## config.mk

```make
export PLATFORM = sky130hd
export DESIGN_NAME = instr_sequencer
export DESIGN_NICKNAME = d
export VERILOG_FILES = /design/src/rtl/seq_pkg.sv /design/src/rtl/btn_edge.sv /design/src/rtl/instr_sequencer.sv
export SDC_FILE = /design/constraint.sdc
export NUM_CORES = 1
export LEC_CHECK = 0
export CORE_MARGIN = 4
export CORE_UTILIZATION = 56
export DETAILED_ROUTE_END_ITERATION = 8
export PLACE_DENSITY = 0.95
export REMOVE_ABC_BUFFERS = 1
export SYNTH_ARGS = -nofsm -noshare
export SYNTH_HDL_FRONTEND = slang
export SYNTH_SLANG_ARGS = --single-unit
```

## constraint.sdc

```tcl
create_clock -name clk -period 4.8 [get_ports clk]
set_input_delay 0.72 -clock clk [delete_from_list [all_inputs] [get_ports clk]]
set_output_delay 0.72 -clock clk [all_outputs]
set_load 0.05 [all_outputs]
```

## src/rtl/seq_pkg.sv

```systemverilog
// seq_pkg: shared types and constants for the instruction sequencer
package seq_pkg;
   typedef enum logic [3:0] {
      IDLE, ENTRY, READY, EXEC, WAIT1, OVFCHK, WAIT2, STORE, DONE
   } state_t;
   localparam int OPC_MSB = 15;
   localparam int OPC_LSB = 12;
   localparam int GAP_W   = 4;
   // nibble 0 is the opcode, so slots fill from the MSB downwards
   function automatic int slot_msb(input int instr_w, input int nib_w, input logic [1:0] idx);
      return instr_w - 1 - nib_w * int'(idx);
   endfunction
endpackage

```

## src/rtl/btn_edge.sv

```systemverilog
// btn_edge: rising-edge detector for a debounced button level
module btn_edge (
   input  logic clk,
   input  logic rst,
   input  logic btn,
   output logic rise
);
   logic btn_q;
   always_ff @(posedge clk or negedge rst)
      if (!rst) btn_q <= 1'b0;
      else      btn_q <= btn;
   assign rise = btn & ~btn_q;
endmodule

```

## src/rtl/instr_sequencer.sv

```systemverilog
// instr_sequencer: assembles an instruction from switch nibbles and issues
// the timed execute / overflow-check / store strobes for the datapath
module instr_sequencer
   import seq_pkg::*;
#(
   parameter int GAP_CYCLES = 4,
   parameter int NIB_W      = 4,
   parameter int INSTR_W    = 4 * NIB_W
) (
   input  logic               clk,
   input  logic               rst,
   input  logic [NIB_W-1:0]   sw,
   input  logic               load_btn,
   input  logic               run_btn,
   input  logic               clr_btn,
   input  logic               overflow,
   output logic [INSTR_W-1:0] instruction,
   output logic               execute_st,
   output logic               overflow_st,
   output logic               reg_store,
   output logic [1:0]         nib_idx,
   output logic               busy,
   output logic               done,
   output logic               ovf_flag
);
   localparam logic [GAP_W-1:0] GAP_LOAD = GAP_W'(GAP_CYCLES - 1);
   logic load_e, run_e, clr_e;
   state_t state, state_nx;
   logic [GAP_W-1:0] cnt, cnt_nx;
   logic [INSTR_W-1:0] instr_nx;
   logic [1:0] idx_nx;
   logic ovf_nx;

   btn_edge u_load (.clk(clk), .rst(rst), .btn(load_btn), .rise(load_e));
   btn_edge u_run  (.clk(clk), .rst(rst), .btn(run_btn),  .rise(run_e));
   btn_edge u_clr  (.clk(clk), .rst(rst), .btn(clr_btn),  .rise(clr_e));

   always_comb begin
      state_nx = state;
      cnt_nx   = cnt;
      instr_nx = instruction;
      idx_nx   = nib_idx;
      ovf_nx   = ovf_flag;
      if (clr_e) begin
         state_nx = IDLE;
         instr_nx = '0;
         idx_nx   = '0;
         ovf_nx   = 1'b0;
      end else begin
         case (state)
            IDLE, ENTRY: if (load_e) begin
               instr_nx[slot_msb(INSTR_W, NIB_W, nib_idx) -: NIB_W] = sw;
               idx_nx   = nib_idx + 2'd1;
               state_nx = (nib_idx == 2'd3) ? READY : ENTRY;
            end
            READY, DONE: if (run_e) begin
               state_nx = EXEC;
               ovf_nx   = 1'b0;
            end else if (load_e) begin
               instr_nx[INSTR_W-1 -: NIB_W] = sw;
               idx_nx   = 2'd1;
               state_nx = ENTRY;
               ovf_nx   = 1'b0;
            end
            EXEC: begin
               state_nx = WAIT1;
               cnt_nx   = GAP_LOAD;
            end
            WAIT1: if (cnt == '0) state_nx = OVFCHK;
                   else           cnt_nx = cnt - 1'b1;
            OVFCHK: begin
               state_nx = WAIT2;
               cnt_nx   = GAP_LOAD;
            end
            // overflow is only trusted once the ALU has settled for the full gap
            WAIT2: if (cnt == '0) begin
               state_nx = overflow ? DONE : STORE;
               ovf_nx   = overflow;
            end else cnt_nx = cnt - 1'b1;
            STORE:   state_nx = DONE;
            default: state_nx = IDLE;
         endcase
      end
   end

   always_ff @(posedge clk or negedge rst)
      if (!rst) begin
         state       <= IDLE;
         cnt         <= '0;
         instruction <= '0;
         nib_idx     <= '0;
         ovf_flag    <= 1'b0;
         execute_st  <= 1'b0;
         overflow_st <= 1'b0;
         reg_store   <= 1'b0;
         busy        <= 1'b0;
         done        <= 1'b0;
      end else begin
         state       <= state_nx;
         cnt         <= cnt_nx;
         instruction <= instr_nx;
         nib_idx     <= idx_nx;
         ovf_flag    <= ovf_nx;
         execute_st  <= state_nx == EXEC;
         overflow_st <= state_nx == OVFCHK;
         reg_store   <= state_nx == STORE;
         busy        <= state_nx inside {EXEC, WAIT1, OVFCHK, WAIT2, STORE};
         done        <= state_nx == DONE;
      end
endmodule

```

==> results.tsv <==
metric	value	unit
TritonCTS buffer count	5	
port bufs	33	
maximum VDD drop	0.285	mV
Post-route DRC	0	
placed insts	259	
setup violators final	0	
num rows	20	
Synth Flop Type	dfrtp_1	
asr flop ratio synth	100	%
CTS tree	done	
critical path arrival	2.69	ns
crit-path max FO	10	
number of setup buffers added after CTS	0	
vias in the first global route	1578	
worst slew pin tran	0.702	ns
Yosys cell types	49	
Min Hold Slack	0.493	ns
sequential cell area fraction in the yosys report	47.4	%
Synth-to-Final Area Change	23.3	%
vias per std cell	5.98	
max frequency	0.410	GHz
Diodes inserted	0	
Leak	0.980	nW
gr usage total	21.5	%
HPWL after detailed placement	2950	µm
P_sw	0.300	mW
root buffer cell	clkbuf_4	
max cap viols	0	
die span in y	65.4	µm
Ys Warns	0	
Via Count	1590	
crit path time final	2.44	ns
layout cells sized above 1	5.86	%
Core ar.	0.00310	mm²
final period utilization	50.8	%
P_int	0.536	mW
P per Cell Area	367	mW/mm²
Worst Setup End Kind	flip-flop	
hold_buf cts	0	
final antenna-violating net count	0	
DIE WIDTH	65.4	µm
RSZ-0062 raised after global routing	false	
Clock Path Buffers	2	
Req. time, crit path	5.05	ns
min setup slack post-route	2.36	ns
Syn Area/Cell	9.82	µm²
hold crit path type	flip-flop to flip-flop	
post-route cell area	0.00228	mm²
non-filler cells, final	266	
Final Hold Viols	0	
Die ar.	0.00428	mm²
initial core utilization	59.5	%
# resized after CTS	0	
Post-Route Utilization	73.4	%
sequential share of power	44.2	%
final slew viol count	0	
global-route wire length before repair	7160	µm
placed cell area	0.00221	mm²
Post-Syn Area	0.00185	mm²
clock share of power	24.1	%
DP Worst Slack	2.05	ns
gr ovfl total	0	
switching share of power	35.9	%
htree depth	2	
clk_lat worst skew	0.34	ns
# IOs	34	
EDFF count, synth	0	
final wirelength	4050	µm
drt pass-1 iters	4	
Overall Power	0.836	mW
Worst-path clk slew	0.10	ns
most frequent cells in the layout	35 x dfrtp_1, 33 x clkdlybuf4s50_1, 24 x nand2_1, 12 x o21ai_0, 11 x inv_1	
TritonCTS Sinks	35	
initial detailed-routing violation count	85	
CP Launch Type	input pin	
setup TNS	0	ns
post-synthesis register bit count	35	
outcome	finished, final reports clean	
instance count of the mapped netlist	188	
power share of the combinational group	31.7	%
CP Class	input pin to flip-flop	
commonest non-fill, non-tap cell in the layout	dfrtp_1	
largest net degree at the start of global routing	36	
Final Net Count	237	
drt wl/cell	15.2	µm
GPL Wtd Cong	0.828	
initial antenna violation count	0	
clock skew	0.00409	ns
Slew Limit Headroom	53.1	%
==> layer usage <==
layer,share of wire [%],GRT usage (%)
met3,6.8,4.10
met1,43,28.2
met4,2.2,11.1
met2,48,33.6
met5,0,0
==> cells in the mapped netlist (2+ instances only) <==
cell / instances / area share (%)
dfrtp_1: 35 / 47
nand2_1: 24 / 4.9
o21ai_0: 12 / 3.3
inv_1: 11 / 2.2
a31oi_1: 8 / 2.7
a21oi_1: 7 / 1.9
nor2_1: 7 / 1.4
nand2b_1: 6 / 2.0
ha_1: 5 / 3.4
nand3_1: 5 / 1.4
nor3_1: 5 / 1.4
o31ai_1: 5 / 2.0
a32o_1: 4 / 2.2
nor2b_1: 4 / 1.4
and3_1: 3 / 1.0
buf_2: 3 / 0.81
nand4_1: 3 / 1.0
o211a_1: 3 / 1.6
or3b_1: 3 / 1.4
a211oi_1: 2 / 0.81
clkbuf_1: 2 / 0.41
nand3b_1: 2 / 0.81
nor3b_1: 2 / 0.81
o21ai_1: 2 / 0.54
==> state kept, by name, indices dropped and copies added, names as in the netlist, 2 cells and up <==
name and flops:
state 4, instruction 16, cnt 4, nib_idx 2
==> path summary, 6_finish.rpt <==
kind / startpoint / endpoint / slack (ns) / cells after the start
setup / recovery: clr_btn / execute_st / 2.36 / 5
hold / removal: instruction[10] / instruction[10] / 0.49 / 2
setup reg to reg: cnt[0] / overflow_st / 2.73 / 6
hold reg to reg: instruction[10] / instruction[10] / 0.49 / 2
max in group asynchronous: rst / state[3] / 3.73 / 2
min in group asynchronous: rst / cnt[3] / 0.78 / 2
==> critical path, stage by stage <==
cell	delay [ns]
clkdlybuf4s50_1	0.49
nor2b_1	0.59
nor2_1	0.25
a31oi_1	0.37
nor4b_2	0.27
==> area by class of cell <==
cell class | instances | area [µm²]
clock buffer | 6 | 41.3
clock inverter | 1 | 30.0
fill | 242 | 826
inverter | 11 | 41.3
multi-input combinational | 135 | 896
sequential | 35 | 876
tap | 44 | 55.1
timing repair buffer | 34 | 338
==> power groups by stage <==
stage | registers [mW] | clock network, mW | logic (mW)
global placement | 0.372 | 0 | 0.254
floorplan | 0.419 | 0 | 0.132
CTS | 0.368 | 0.202 | 0.264
detailed placement | 0.374 | 0 | 0.263
finish | 0.370 | 0.201 | 0.265
global route | 0.377 | 0.218 | 0.291
==> logic make-up (layout without fill, tap and decap cells) <==
group | after synthesis | in the layout | synth area share [%]
AOI/OAI and AO/OA | 54 | 54 | 20.9
xor gates and xnor gates | 2 | 2 | 1.36
adders and majority gates | 5 | 5 | 3.39
buffers and inverters | 18 | 52 | 4.06
DFF | 35 | 35 | 47.4
and+or+nand+nor | 74 | 74 | 22.8
Power figures use the tool's default switching activity.
